<file path="src/rtl/mem_cipher_seq_if.sv">
// Memory-side bus of the cipher sequencer. The sequencer is the master and drives
// address/write data/write enable; the memory returns registered read data.
interface mem_cipher_seq_if #(
    parameter int ADDR_W = 10,
    parameter int DATA_W = 32
);
    logic [ADDR_W-1:0] mem_addr;
    logic [DATA_W-1:0] mem_wdata;
    logic              mem_we;
    logic [DATA_W-1:0] mem_rdata;

    // No handshake on this bus: the write is committed on every rising edge
    // with mem_we=1. Read data is valid one cycle after its address was presented.
    modport master (
        output mem_addr,
        output mem_wdata,
        output mem_we,
        input  mem_rdata
    );

    modport slave (
        input  mem_addr,
        input  mem_wdata,
        input  mem_we,
        output mem_rdata
    );
endinterface

</file>
<file path="src/rtl/mem_cipher_seq.sv">
// In-place block cipher sequencer: reads LEN words from BASE, encrypts or decrypts each
// with a latched 16-bit key, and writes it back. Two cycles per word (RD, WR).
module mem_cipher_seq #(
    parameter int ADDR_W = 10,
    parameter int DATA_W = 32,
    parameter int KEY_W  = 16
) (
    input  logic              clk,
    input  logic              rst_n,
    input  logic              start,
    input  logic              mode,
    input  logic [ADDR_W-1:0] base_addr,
    input  logic [ADDR_W:0]   length,
    input  logic [KEY_W-1:0]  key_in,
    mem_cipher_seq_if.master  mem,
    output logic              busy,
    output logic              done,
    output logic [ADDR_W:0]   words_done,
    output logic [1:0]        state_dbg
);

    typedef enum logic [1:0] {
        IDLE = 2'd0,
        RD   = 2'd1,
        WR   = 2'd2,
        DONE = 2'd3
    } state_t;

    localparam logic [ADDR_W-1:0] PTR_ONE = ADDR_W'(1);
    localparam logic [ADDR_W:0]   CNT_ONE = (ADDR_W + 1)'(1);

    state_t            state;
    state_t            state_next;
    logic [ADDR_W-1:0] ptr;
    logic [ADDR_W:0]   remaining;
    logic              mode_r;
    logic [KEY_W-1:0]  key_r;
    logic [DATA_W-1:0] key_full;
    logic [DATA_W-1:0] enc_mix;
    logic [DATA_W-1:0] enc_word;
    logic [DATA_W-1:0] dec_word;
    logic              accept;

    assign accept = (state == IDLE) && start;

    // State register
    always_ff @(posedge clk or negedge rst_n) begin
        if (!rst_n) begin
            state <= IDLE;
        end else begin
            state <= state_next;
        end
    end

    // Next state
    always_comb begin
        state_next = state;
        case (state)
            IDLE: begin
                if (start) begin
                    state_next = (length == '0) ? DONE : RD;
                end
            end
            RD:      state_next = WR;
            WR:      state_next = (remaining == CNT_ONE) ? DONE : RD;
            DONE:    state_next = IDLE;
            default: state_next = IDLE;
        endcase
    end

    // Command latch and walk counters; ptr wraps naturally at 2**ADDR_W
    always_ff @(posedge clk or negedge rst_n) begin
        if (!rst_n) begin
            ptr        <= '0;
            remaining  <= '0;
            mode_r     <= 1'b0;
            key_r      <= '0;
            words_done <= '0;
        end else if (accept) begin
            ptr        <= base_addr;
            remaining  <= length;
            mode_r     <= mode;
            key_r      <= key_in;
            words_done <= '0;
        end else if (state == WR) begin
            ptr        <= ptr + PTR_ONE;
            remaining  <= remaining - CNT_ONE;
            words_done <= words_done + CNT_ONE;
        end
    end

    // Encrypt is rotl1(x ^ K); decrypt rotr1(x) ^ K undoes it exactly
    assign key_full = {key_r, key_r};
    assign enc_mix  = mem.mem_rdata ^ key_full;
    assign enc_word = {enc_mix[DATA_W-2:0], enc_mix[DATA_W-1]};
    assign dec_word = {mem.mem_rdata[0], mem.mem_rdata[DATA_W-1:1]} ^ key_full;

    // Bus and status outputs decoded from registered state only
    always_comb begin
        mem.mem_addr  = '0;
        mem.mem_wdata = '0;
        mem.mem_we    = 1'b0;
        busy          = 1'b0;
        done          = 1'b0;
        case (state)
            RD: begin
                mem.mem_addr = ptr;
                busy         = 1'b1;
            end
            WR: begin
                mem.mem_addr  = ptr;
                mem.mem_wdata = mode_r ? dec_word : enc_word;
                mem.mem_we    = 1'b1;
                busy          = 1'b1;
            end
            DONE: begin
                done = 1'b1;
            end
            default: ;
        endcase
    end

    assign state_dbg = state;

    a_done_single: assert property (@(posedge clk) disable iff (!rst_n) done |=> !done);
    a_wr_has_work: assert property (@(posedge clk) disable iff (!rst_n)
        (state == WR) |-> (remaining != '0));
    a_start_ignored: assert property (@(posedge clk) disable iff (!rst_n)
        (state != IDLE && start) |=> ($stable(mode_r) && $stable(key_r)));

endmodule

</file>
<file path="src/flat_wrapper.sv">
// flat-port wrapper written by rule: the top's interface ports become plain ports
module mem_cipher_seq_flat 
#(
    parameter int ADDR_W = 10,
    parameter int DATA_W = 32,
    parameter int KEY_W  = 16
)
  (clk, rst_n, start, mode, base_addr, length, key_in, busy, done, words_done, state_dbg, mem_mem_addr, mem_mem_wdata, mem_mem_we, mem_mem_rdata);
  mem_cipher_seq_if #(.ADDR_W(ADDR_W), .DATA_W(DATA_W)) mem_i ();
  input  logic clk;
  input  logic rst_n;
  input  logic start;
  input  logic mode;
  input  logic [ADDR_W-1:0] base_addr;
  input  logic [ADDR_W:0] length;
  input  logic [KEY_W-1:0] key_in;
  output logic busy;
  output logic done;
  output logic [ADDR_W:0] words_done;
  output logic [1:0] state_dbg;
  output wire logic [$bits(mem_i.mem_addr)-1:0] mem_mem_addr;
  output wire logic [$bits(mem_i.mem_wdata)-1:0] mem_mem_wdata;
  output wire logic [$bits(mem_i.mem_we)-1:0] mem_mem_we;
  input wire logic [$bits(mem_i.mem_rdata)-1:0] mem_mem_rdata;
  assign mem_mem_addr = mem_i.mem_addr;
  assign mem_mem_wdata = mem_i.mem_wdata;
  assign mem_mem_we = mem_i.mem_we;
  assign mem_i.mem_rdata = mem_mem_rdata;
  mem_cipher_seq #(.ADDR_W(ADDR_W), .DATA_W(DATA_W), .KEY_W(KEY_W)) u_core (.clk(clk), .rst_n(rst_n), .start(start), .mode(mode), .base_addr(base_addr), .length(length), .key_in(key_in), .mem(mem_i), .busy(busy), .done(done), .words_done(words_done), .state_dbg(state_dbg));
endmodule
</file>
<file path="config.mk">
export PLATFORM = sky130hd
export DESIGN_NAME = mem_cipher_seq_flat
export DESIGN_NICKNAME = d
export VERILOG_FILES = /design/src/rtl/mem_cipher_seq_if.sv /design/src/rtl/mem_cipher_seq.sv /design/src/flat_wrapper.sv
export SDC_FILE = /design/constraint.sdc
export NUM_CORES = 1
export LEC_CHECK = 0
export ABC_AREA = 1
export CAP_MARGIN = 20
export CORE_MARGIN = 10
export CORE_UTILIZATION = 35
export CTS_CLUSTER_SIZE = 16
export DETAILED_ROUTE_END_ITERATION = 16
export PLACE_DENSITY = 0.71
export SYNTH_ARGS = -nofsm -noshare
export SYNTH_HDL_FRONTEND = slang
export SYNTH_SLANG_ARGS = --single-unit
</file>
<file path="constraint.sdc">
create_clock -name clk -period 1.4 [get_ports clk]
set_clock_uncertainty 0.1 [all_clocks]
set_input_delay 0.28 -clock clk [delete_from_list [all_inputs] [get_ports clk]]
set_output_delay 0.28 -clock clk [all_outputs]
set_load 0.01 [all_outputs]
</file>
==> run summary <==
Clock Path Buffers: 2
Die Area: 15,800 sq um
Layout cell share with drive strength beyond 1: 47.8%
Max VDD drop: 0.00157 V
Fmax: 498 MHz
Finish-stage setup viols: 99
Crit path DAT: 1630 ps
RSZ-0062 raised after global routing: true
Hold_ws: 371 ps
Worst-Margin Slew: 334 ps
Initial core utilization: 35.8%
GRT Total Usage: 18.4%
Maxcap violations: 0
Worst-case reg-to-reg path depth: 9
RR Startpoint: u_core.state_dbg[0]
Critical Path RT: 1020 ps
TritonCTS clock tree: yes
Netlist cell types: 32
Yosys warns: 0
Power Density: 2080 nW/um^2
Failing checks: setup timing
Worst Setup Start Kind: flip-flop
Final setup margin: -610 ps
Die height: 126 um
1st-iter DRT viols: 463
CTS sink cnt: 51
Start point of the critical path: u_core.state_dbg[0]
Routability-driven placement congestion ratio: 0.910
Post-route ant nets: 0
ANT cells: 0
Area delta synth->final: 101%
Tightest Hold Check Type: primary input to async pin
Fin crit period: 2010 ps
Leakage: 3.69 nW
Flop2flop setup slack: -380 ps
Gr ovfl total: 0
Worst-path clk slew: 110 ps
CP endpoint kind: output port
Reg-to-Reg End: u_core.ptr[7]
# DRC: 0
Antenna violations before repair: 0
IO Pins: 131
Vias per cell: 5.22
Mapped Avg Cell Area: 6.41 sq um
DP Cell Count: 946
Vias in the first global route: 5,161
Nets: 941
Total wire length: 17,200 um
Max-slew headroom: 77.6%
Core area: 10,900 sq um
PortBufs: 130
Fillers: 814
Post-Syn Area: 3900 sq um
DR pass1 iterations: 5
H-Tree Depth: 2
Final count of pins violating max slew: 0
Worst skew pair latency: 320 ps
Crit Path Class: flip-flop to output port
FF+latch count, synth: 51
Via count: 5,221
TritonCTS Buffers: 5
Hpwl dp: 11,000 um
Final Hold Vio Count: 0
Clock Tree Root: clkbuf_8
Post-synthesis sequential area ratio: 32.7%
Die Width: 126 um
CP Max Fanout: 4
Mapped Cells: 608
Rows: 38
Final std cells w/o fill: 1,000
Capture point of the critical path: mem_mem_addr[6]
Post-route clock period utilization: 144%
Global-route wire length before repair: 24,700 um
Syn nets: 690
DR WL/cell: 17.2 um
Largest net degree at the start of global routing: 52
Outcome: complete, but fails checks
[worst min path at each step]
stage               slack, ps  depth (start not counted)                   to
CTS                       390                          3  u_core.remaining[5]
floorplan                -120                          0      u_core.key_r[0]
finish                    370                          3  u_core.remaining[5]
global route              420                          3  u_core.remaining[6]
global placement          200                          2  u_core.remaining[5]
detailed placement        210                          2  u_core.remaining[5]
[critical path, cell delays in order, from the launching register on]
cell     delay (ps)
dfrtp_1         410
inv_2           110
buf_12          110
ha_4            210
buf_8           150
buf_12          130
nand2_4          50
inv_2            30
buf_6           110
[final cells by class]
cell class	instances	area, sq um	share of cell area (%)
clock buffer	6	72.6	0.925
clock inverter	2	60.1	0.766
inverter	94	390	4.98
multi-input combinational	444	3240	41.3
sequential	51	1290	16.5
tap	140	175	2.23
timing repair buffer	263	2610	33.3
[sequential cells by signal, indices dropped and copies added (netlist names)]
name and cells:
u_core.words_done 11, u_core.state_dbg 2, u_core.key_r 16, u_core.remaining 11, u_core.ptr 10, u_core.mode_r 1
[repair_timing]
action	in CTS	in global routing
pin swaps	6	34
endpoints found under the hold margin	51	0
cloned	1	6
gates resized for setup	281	234
setup endpoints to repair	105	104
hold buffers	1	0
buffers inserted	18	27
[cell usage after synthesis]
cell | n | share of area [%]
nand2_1 | 104 | 10
nor2_1 | 93 | 9.0
inv_1 | 89 | 8.6
nor3_1 | 61 | 7.8
o21ai_0 | 54 | 6.9
dfrtp_1 | 51 | 33
a21oi_1 | 44 | 5.6
nand3_1 | 29 | 3.7
buf_2 | 10 | 1.3
ha_1 | 9 | 2.9
o21ai_1 | 8 | 1.0
xor2_1 | 6 | 1.3
inv_2 | 5 | 0.48
nand2_2 | 5 | 0.80
nor2_2 | 5 | 0.80
nand4_1 | 4 | 0.64
nor2_4 | 4 | 1.2
buf_1 | 3 | 0.29
buf_4 | 3 | 0.58
o211ai_1 | 3 | 0.58
a22o_1 | 2 | 0.45
clkbuf_1 | 2 | 0.19
o21bai_1 | 2 | 0.38
o221ai_1 | 2 | 0.45
or2_1 | 2 | 0.32
xnor2_1 | 2 | 0.45
buf_6 | 1 | 0.29
buf_8 | 1 | 0.38
nand3b_1 | 1 | 0.19
nor3b_2 | 1 | 0.32
or2_0 | 1 | 0.16
or2_2 | 1 | 0.16
[routing by layer]
metal / routed length, um / part of all wire (%) / up-vias / track usage (%)
met5: 0 / 0 / - / 0
li1: - / - / 2477 / -
met4: 257 / 1.5 / 0 / 3.52
met2: 8700 / 51 / 192 / 32.4
met3: 1050 / 6.1 / 26 / 4.14
met1: 7180 / 42 / 2526 / 22.3
[cell usage in the layout (no fill, tap or decap), drive strengths merged, types with 3 or more instances in the layout]
cell           instances
or2                    4
inv                   92
clkdlybuf4s50         71
ha                     9
nand3                 29
buf                  175
clkdlybuf4s15          7
a21oi                 44
dlygate4sd2            3
clkbuf                12
dfrtp                 51
o21ai                 62
o211ai                 3
nand4                  4
xor2                   6
nor2                 103
nor3                  61
nand2                109
[per-stage QoR]
step	total power [mW]	setup WS (ps)	setup TNS (ps)	area, sq um	utilization, %
6_report	16.3	-610	-35720	7850	72.1
5_1_grt	17.3	-658	-41020	7850	72.1
4_1_cts	13.6	-657	-28240	6810	62.6
3_5_place_dp	11.4	-850	-41920	6440	59.1
3_3_place_gp	11.2	-822	-40440	6440	59.1
2_1_floorplan	7.91	-104	-4500	4420	-
[cell families after synthesis]
kind of cell / synth area share (%)
buffers and inverters: 12.1
DFF: 32.7
xor gates and xnor gates: 1.80
AOI/OAI and AO/OA: 15.5
adders and majority gates: 2.89
and+or+nand+nor: 35.1
[power by group]
part	switching (mW)	leakage, nW	internal [mW]	total, mW
registers	0.861	0.627	2.09	2.95
logic	6.18	2.99	5.87	12.0
clock network	0.573	0.0654	0.716	1.29
total	7.61	3.69	8.68	16.3
Note: power is estimated with default switching activity, not from simulation.
